### config.mk
export PLATFORM = sky130hd
export DESIGN_NAME = jt10_adpcmb_nibdec_flat
export DESIGN_NICKNAME = d
export VERILOG_FILES = /design/src/rtl/jt10_adpcmb_nibdec_if.sv /design/src/rtl/jt10_adpcmb_nibdec.sv /design/src/flat_wrapper.sv
export SDC_FILE = /design/constraint.sdc
export NUM_CORES = 1
export LEC_CHECK = 0
export CORE_MARGIN = 8
export CORE_UTILIZATION = 30
export DETAILED_ROUTE_END_ITERATION = 6
export GPL_ROUTABILITY_DRIVEN = 0
export RECOVER_POWER = 25
export SLEW_MARGIN = 15
export SYNTH_ARGS = -nofsm -noshare
export SYNTH_HDL_FRONTEND = slang
export SYNTH_SLANG_ARGS = --single-unit
### constraint.sdc
create_clock -name clk -period 4.62 [get_ports clk]
set_input_delay 0.462 -clock clk [delete_from_list [all_inputs] [get_ports clk]]
set_output_delay 0.462 -clock clk [all_outputs]
set_load 0.01 [all_outputs]
### src/rtl/jt10_adpcmb_nibdec_if.sv
// Request/result bundle between the ADPCM-B sequencer (master) and the nibble decoder (slave).
interface jt10_adpcmb_nibdec_if;
    logic               cen;
    logic               cen55;
    logic               adv;
    logic               chon;
    logic               clr;
    logic [3:0]         data;
    logic signed [15:0] pcm;
    logic               busy;
    logic               ovr;

    modport master (
        output cen, cen55, adv, chon, clr, data,
        input  pcm, busy, ovr
    );

    modport slave (
        input  cen, cen55, adv, chon, clr, data,
        output pcm, busy, ovr
    );
endinterface

### src/rtl/jt10_adpcmb_nibdec.sv
// ADPCM-B nibble decoder: bit-serial step*factor products on cen, one code per request,
// saturating 16-bit pcm and a step size clamped to [STEP_MIN, STEP_MAX].
module jt10_adpcmb_nibdec #(
    parameter int STEP_MIN = 127,
    parameter int STEP_MAX = 24576
) (
    input logic                 clk,
    input logic                 rst,
    jt10_adpcmb_nibdec_if.slave bus
);

    typedef enum logic [2:0] {IDLE, MULD, ACC, MULS, STEP} state_t;

    state_t             st_q, st_d;
    logic [2:0]         cnt_q, cnt_d;
    logic [3:0]         nib_q, nib_d;
    logic [14:0]        step_q, step_d;
    logic signed [15:0] pcm_q, pcm_d;
    logic [22:0]        acc_q, acc_d;
    logic               busy_q, busy_d;
    logic               ovr_q, ovr_d;

    logic               req;
    logic [7:0]         factor;
    logic [22:0]        partial;
    logic [22:0]        acc_sum;
    logic [16:0]        diff;
    logic signed [17:0] sum;

    function automatic logic signed [15:0] sat16(input logic signed [17:0] v);
        if (v > 18'sd32767)
            return 16'sh7fff;
        else if (v < -18'sd32768)
            return 16'sh8000;
        else
            return v[15:0];
    endfunction

    function automatic logic [14:0] clamp_step(input logic [16:0] v);
        if (v < 17'(STEP_MIN))
            return 15'(STEP_MIN);
        else if (v > 17'(STEP_MAX))
            return 15'(STEP_MAX);
        else
            return v[14:0];
    endfunction

    function automatic logic [7:0] step_mult(input logic [2:0] m);
        case (m)
            3'd4:    return 8'd77;
            3'd5:    return 8'd102;
            3'd6:    return 8'd128;
            3'd7:    return 8'd153;
            default: return 8'd57;
        endcase
    endfunction

    assign req = bus.cen55 & bus.adv & bus.chon;

    always_comb begin
        st_d   = st_q;
        cnt_d  = cnt_q;
        nib_d  = nib_q;
        step_d = step_q;
        pcm_d  = pcm_q;
        acc_d  = acc_q;
        busy_d = busy_q;
        ovr_d  = ovr_q;

        // The single shared adder: add step<<cnt when the scanned factor bit is set
        factor  = (st_q == MULS) ? step_mult(nib_q[2:0]) : {4'd0, nib_q[2:0], 1'b1};
        partial = factor[cnt_q] ? ({8'd0, step_q} << cnt_q) : 23'd0;
        acc_sum = acc_q + partial;

        diff = {1'b0, acc_q[18:3]};
        sum  = nib_q[3] ? ($signed({{2{pcm_q[15]}}, pcm_q}) - $signed({1'b0, diff}))
                        : ($signed({{2{pcm_q[15]}}, pcm_q}) + $signed({1'b0, diff}));

        if (st_q == IDLE) begin
            if (req) begin
                nib_d  = bus.data;
                busy_d = 1'b1;
                cnt_d  = 3'd0;
                acc_d  = 23'd0;
                st_d   = MULD;
            end
        end else begin
            if (req)
                ovr_d = 1'b1;
            if (bus.cen) begin
                case (st_q)
                    MULD: begin
                        acc_d = acc_sum;
                        cnt_d = 3'(cnt_q + 3'd1);
                        if (cnt_q == 3'd3)
                            st_d = ACC;
                    end
                    ACC: begin
                        pcm_d = sat16(sum);
                        acc_d = 23'd0;
                        cnt_d = 3'd0;
                        st_d  = MULS;
                    end
                    MULS: begin
                        acc_d = acc_sum;
                        cnt_d = 3'(cnt_q + 3'd1);
                        if (cnt_q == 3'd7)
                            st_d = STEP;
                    end
                    STEP: begin
                        step_d = clamp_step(acc_q[22:6]);
                        busy_d = 1'b0;
                        st_d   = IDLE;
                    end
                    default: st_d = IDLE;
                endcase
            end
        end
    end

    // nib/acc/cnt are always reloaded at capture, so only the architectural state is reset
    always_ff @(posedge clk) begin
        if (rst || bus.clr) begin
            st_q   <= IDLE;
            step_q <= 15'(STEP_MIN);
            pcm_q  <= 16'sd0;
            busy_q <= 1'b0;
            ovr_q  <= 1'b0;
        end else begin
            st_q   <= st_d;
            step_q <= step_d;
            pcm_q  <= pcm_d;
            busy_q <= busy_d;
            ovr_q  <= ovr_d;
        end
        cnt_q <= cnt_d;
        nib_q <= nib_d;
        acc_q <= acc_d;
    end

    assign bus.pcm  = pcm_q;
    assign bus.busy = busy_q;
    assign bus.ovr  = ovr_q;

endmodule

### src/flat_wrapper.sv
// flat-port wrapper written by rule: the top's interface ports become plain ports
module jt10_adpcmb_nibdec_flat 
#(
    parameter int STEP_MIN = 127,
    parameter int STEP_MAX = 24576
)
  (clk, rst, bus_cen, bus_cen55, bus_adv, bus_chon, bus_clr, bus_data, bus_pcm, bus_busy, bus_ovr);
  jt10_adpcmb_nibdec_if bus_i ();
  input logic clk;
  input logic rst;
  input wire logic [$bits(bus_i.cen)-1:0] bus_cen;
  input wire logic [$bits(bus_i.cen55)-1:0] bus_cen55;
  input wire logic [$bits(bus_i.adv)-1:0] bus_adv;
  input wire logic [$bits(bus_i.chon)-1:0] bus_chon;
  input wire logic [$bits(bus_i.clr)-1:0] bus_clr;
  input wire logic [$bits(bus_i.data)-1:0] bus_data;
  output wire logic [$bits(bus_i.pcm)-1:0] bus_pcm;
  output wire logic [$bits(bus_i.busy)-1:0] bus_busy;
  output wire logic [$bits(bus_i.ovr)-1:0] bus_ovr;
  assign bus_i.cen = bus_cen;
  assign bus_i.cen55 = bus_cen55;
  assign bus_i.adv = bus_adv;
  assign bus_i.chon = bus_chon;
  assign bus_i.clr = bus_clr;
  assign bus_i.data = bus_data;
  assign bus_pcm = bus_i.pcm;
  assign bus_busy = bus_i.busy;
  assign bus_ovr = bus_i.ovr;
  jt10_adpcmb_nibdec #(.STEP_MIN(STEP_MIN), .STEP_MAX(STEP_MAX)) u_core (.clk(clk), .rst(rst), .bus(bus_i));
endmodule
==> flow_metrics.tcl <==
set metrics [dict create \
    status "finished clean" \
    grt_usage_pct 12.4 \
    wl_um 14500 \
    synth_edf_count 30 \
    clkLatencyLatePin_ps 350 \
    drive_gt1_share_pct 11.1 \
    rsz0062_at_grt "false" \
    synth.cell_area_mm2 0.00563 \
    routed_via_density 5.40 \
    cap_viol_max_count 0 \
    power.density_mw_per_mm2 236 \
    grt_pass1_vias 4679 \
    grt_pass1_wl_um 23600 \
    ioPinCount 29 \
    synthArstFlopShare_pct 0 \
    htreeDepth 3 \
    grt_overflow 0 \
    rows 50 \
    post-place-ws_ps 359 \
    fp.dieW_um 153 \
    portBuffers 28 \
    clock.fmax_mhz 238 \
    tns_ps 0 \
    synth_seq_area_share_pct 28.8 \
    synthXorXnorAreaFrac_pct 5.11 \
    slew_violations 0 \
    clk_path_buf_depth 2 \
    synth_compound_area_share_pct 25.8 \
    grt_max_degree 24 \
    vias 4958 \
    fin_cells 918 \
    crit_fanout 8 \
    synth_top_family_by_area "compound AO/OA/AOI/OAI gates" \
    ys_top_cells_by_area "edfxtp_1 16%, dfxtp_1 13%, ha_1 9.6%" \
    drtPass1Iterations 5 \
    cts_tree "done" \
    die_h_um 153 \
    core-area_mm2 0.0186 \
    numClockSinks 66 \
    place_hpwl_um 11100 \
    most-common-layout-cells "78 x nor2_1, 50 x a21oi_1, 46 x nand2_1, 46 x o21ai_0, 43 x ha_1" \
    dp_cells 902 \
    timing.final.crit_share_pct 90.8 \
    synth_seq_cells 66 \
    clock_skew_ps 6.92 \
    die-area_mm2 0.0234 \
    worstMarginPinSlew_ps 732 \
    utilization_pct 34.8 \
    yosys_warnings 0 \
    final_nets 735 \
    synthFlopType "dfxtp_1" \
    synthCells 655 \
    drt_iter0_markers 335 \
    ant_nets 0 \
    cts-root-buf "clkbuf_16" \
    synth.area.mux_share_pct 5.64 \
    vdd_drop_max_mv 0.120 \
    slew-limit-headroom_pct 51.1 \
    syn_nets 711 \
    hold_buffers 0 \
    clk_pin_slew_ps 60 \
    yosys.area_share.simple_pct 20.4 \
    cts_buffers 9 \
    antennaDiodeCount 0 \
    yosysUniqueCellTypes 76 \
    worstPathRequired_ps 4720 \
    grt_antenna_before_repair 0 \
    synthAdderAreaFrac_pct 10.3 \
    route.detailed.drc 0 \
    synth_area_leader_cell "edfxtp_1" \
    cp-start-kind "flop" \
    crit_arrival_ps 4290 \
    syn_avg_cell_area_um2 8.60 \
    hold_violations 0 \
    crit_type "reg2reg" \
    synth_top_area_share_pct 16.0 \
    layout_commonest_cell "nor2_1" \
    min_period_ps 4200 \
    setup_slack_ps 425 \
    min_path_type "reg2reg" \
    power_w 0.00153 \
    setup_viol 0 \
    end_kind "flop" \
    routedWlPerCell_um 15.8 \
    initial_core_util_pct 30.3 \
    cts_setup_buffers 0 \
    area_delta_synth_final_pct 14.9 \
    power.leakage_nw 2.52 \
]
## cells in the mapped netlist (4+ instances only)
master,n
nor2_1,79
a21oi_1,50
nand2_1,46
o21ai_0,46
ha_1,43
dfxtp_1,36
edfxtp_1,30
inv_1,25
nor3_1,22
xnor2_1,22
clkbuf_1,17
o21a_1,15
a211oi_1,13
nand3_1,13
a21o_1,11
a21oi_2,11
nor2b_1,11
mux4_2,10
nand2b_1,9
xor2_1,9
a22oi_1,8
a31oi_1,7
and3_1,7
mux2i_1,7
nand3b_1,7
nor4_1,6
or3_1,6
buf_2,5
a211o_1,4
and2_1,4
nor3b_1,4
o21ai_1,4
## layer usage
metal	vias to the layer above	global-route usage, %	wire length (µm)
met2	112	19.7	6520
met5	-	0	0
met3	20	3.38	705
met4	0	4.05	274
li1	2485	-	-
met1	2341	16.1	6970
## logic make-up after synthesis
logic type	count (synthesis)
AOI/OAI and AO/OA	210
adders and majority gates	45
muxes	19
DFF	66
buffers and inverters	52
and+or+nand+nor	231
xor gates and xnor gates	32
## where the power goes
group          switching (W)  internal [W]
logic               0.000110     0.0000820
clock network       0.000274      0.000425
registers          0.0000182      0.000621
total               0.000402       0.00113
## registers in the layout, summed over array words and instances (netlist names)
signal and count:
u_core.acc_q 23, u_core.nib_q 4, u_core.bus.pcm 16, u_core.st_q 3, u_core.bus.busy 1, u_core.bus.ovr 1
u_core.step_q 15, u_core.cnt_q 3
## stage by stage
step | hold slack, ps | area (µm²)
floorplan | 495 | 5630
global placement | 478 | 6170
detailed placement | 475 | 6170
CTS | 493 | 6470
global route | 540 | 6470
finish | 484 | 6470
## path summary, 6_finish.rpt
check	from	to	slack [ps]	depth (start not counted)
hold / removal	u_core.bus.ovr	u_core.bus.ovr	480	2
setup reg to reg	u_core.st_q[0]	u_core.acc_q[21]	420	15
hold reg to reg	u_core.bus.ovr	u_core.bus.ovr	480	2
setup / recovery	u_core.st_q[0]	u_core.acc_q[21]	420	15
## final cells by class
class,instances,area (µm²)
clock inverters,4,21.3
flip-flops and latches,66,1620
repair buffers,40,367
clock buffers,12,279
inverters,25,93.8
multi-input cells,537,3790
well taps,234,293
fillers,1903,12100
## what timing repair did
action / in CTS / in global routing
setup endpoints to repair: 0 / 5
endpoints found under the hold margin: 0 / 0
gates resized for setup: 0 / 2
## worst max-delay path, stage by stage (launching register included)
cell	delay [ps]
dfxtp_1	430
nor2b_2	250
and2_1	210
a211o_1	140
a21oi_1	80
a2111oi_2	460
a21oi_1	170
a211oi_1	230
ha_1	350
a2111oi_0	430
o21a_1	180
o31a_2	150
nor3_1	60
o31ai_1	290
a31oi_1	200
a211o_1	290
No activity file was read; power rests on OpenSTA's default activity.
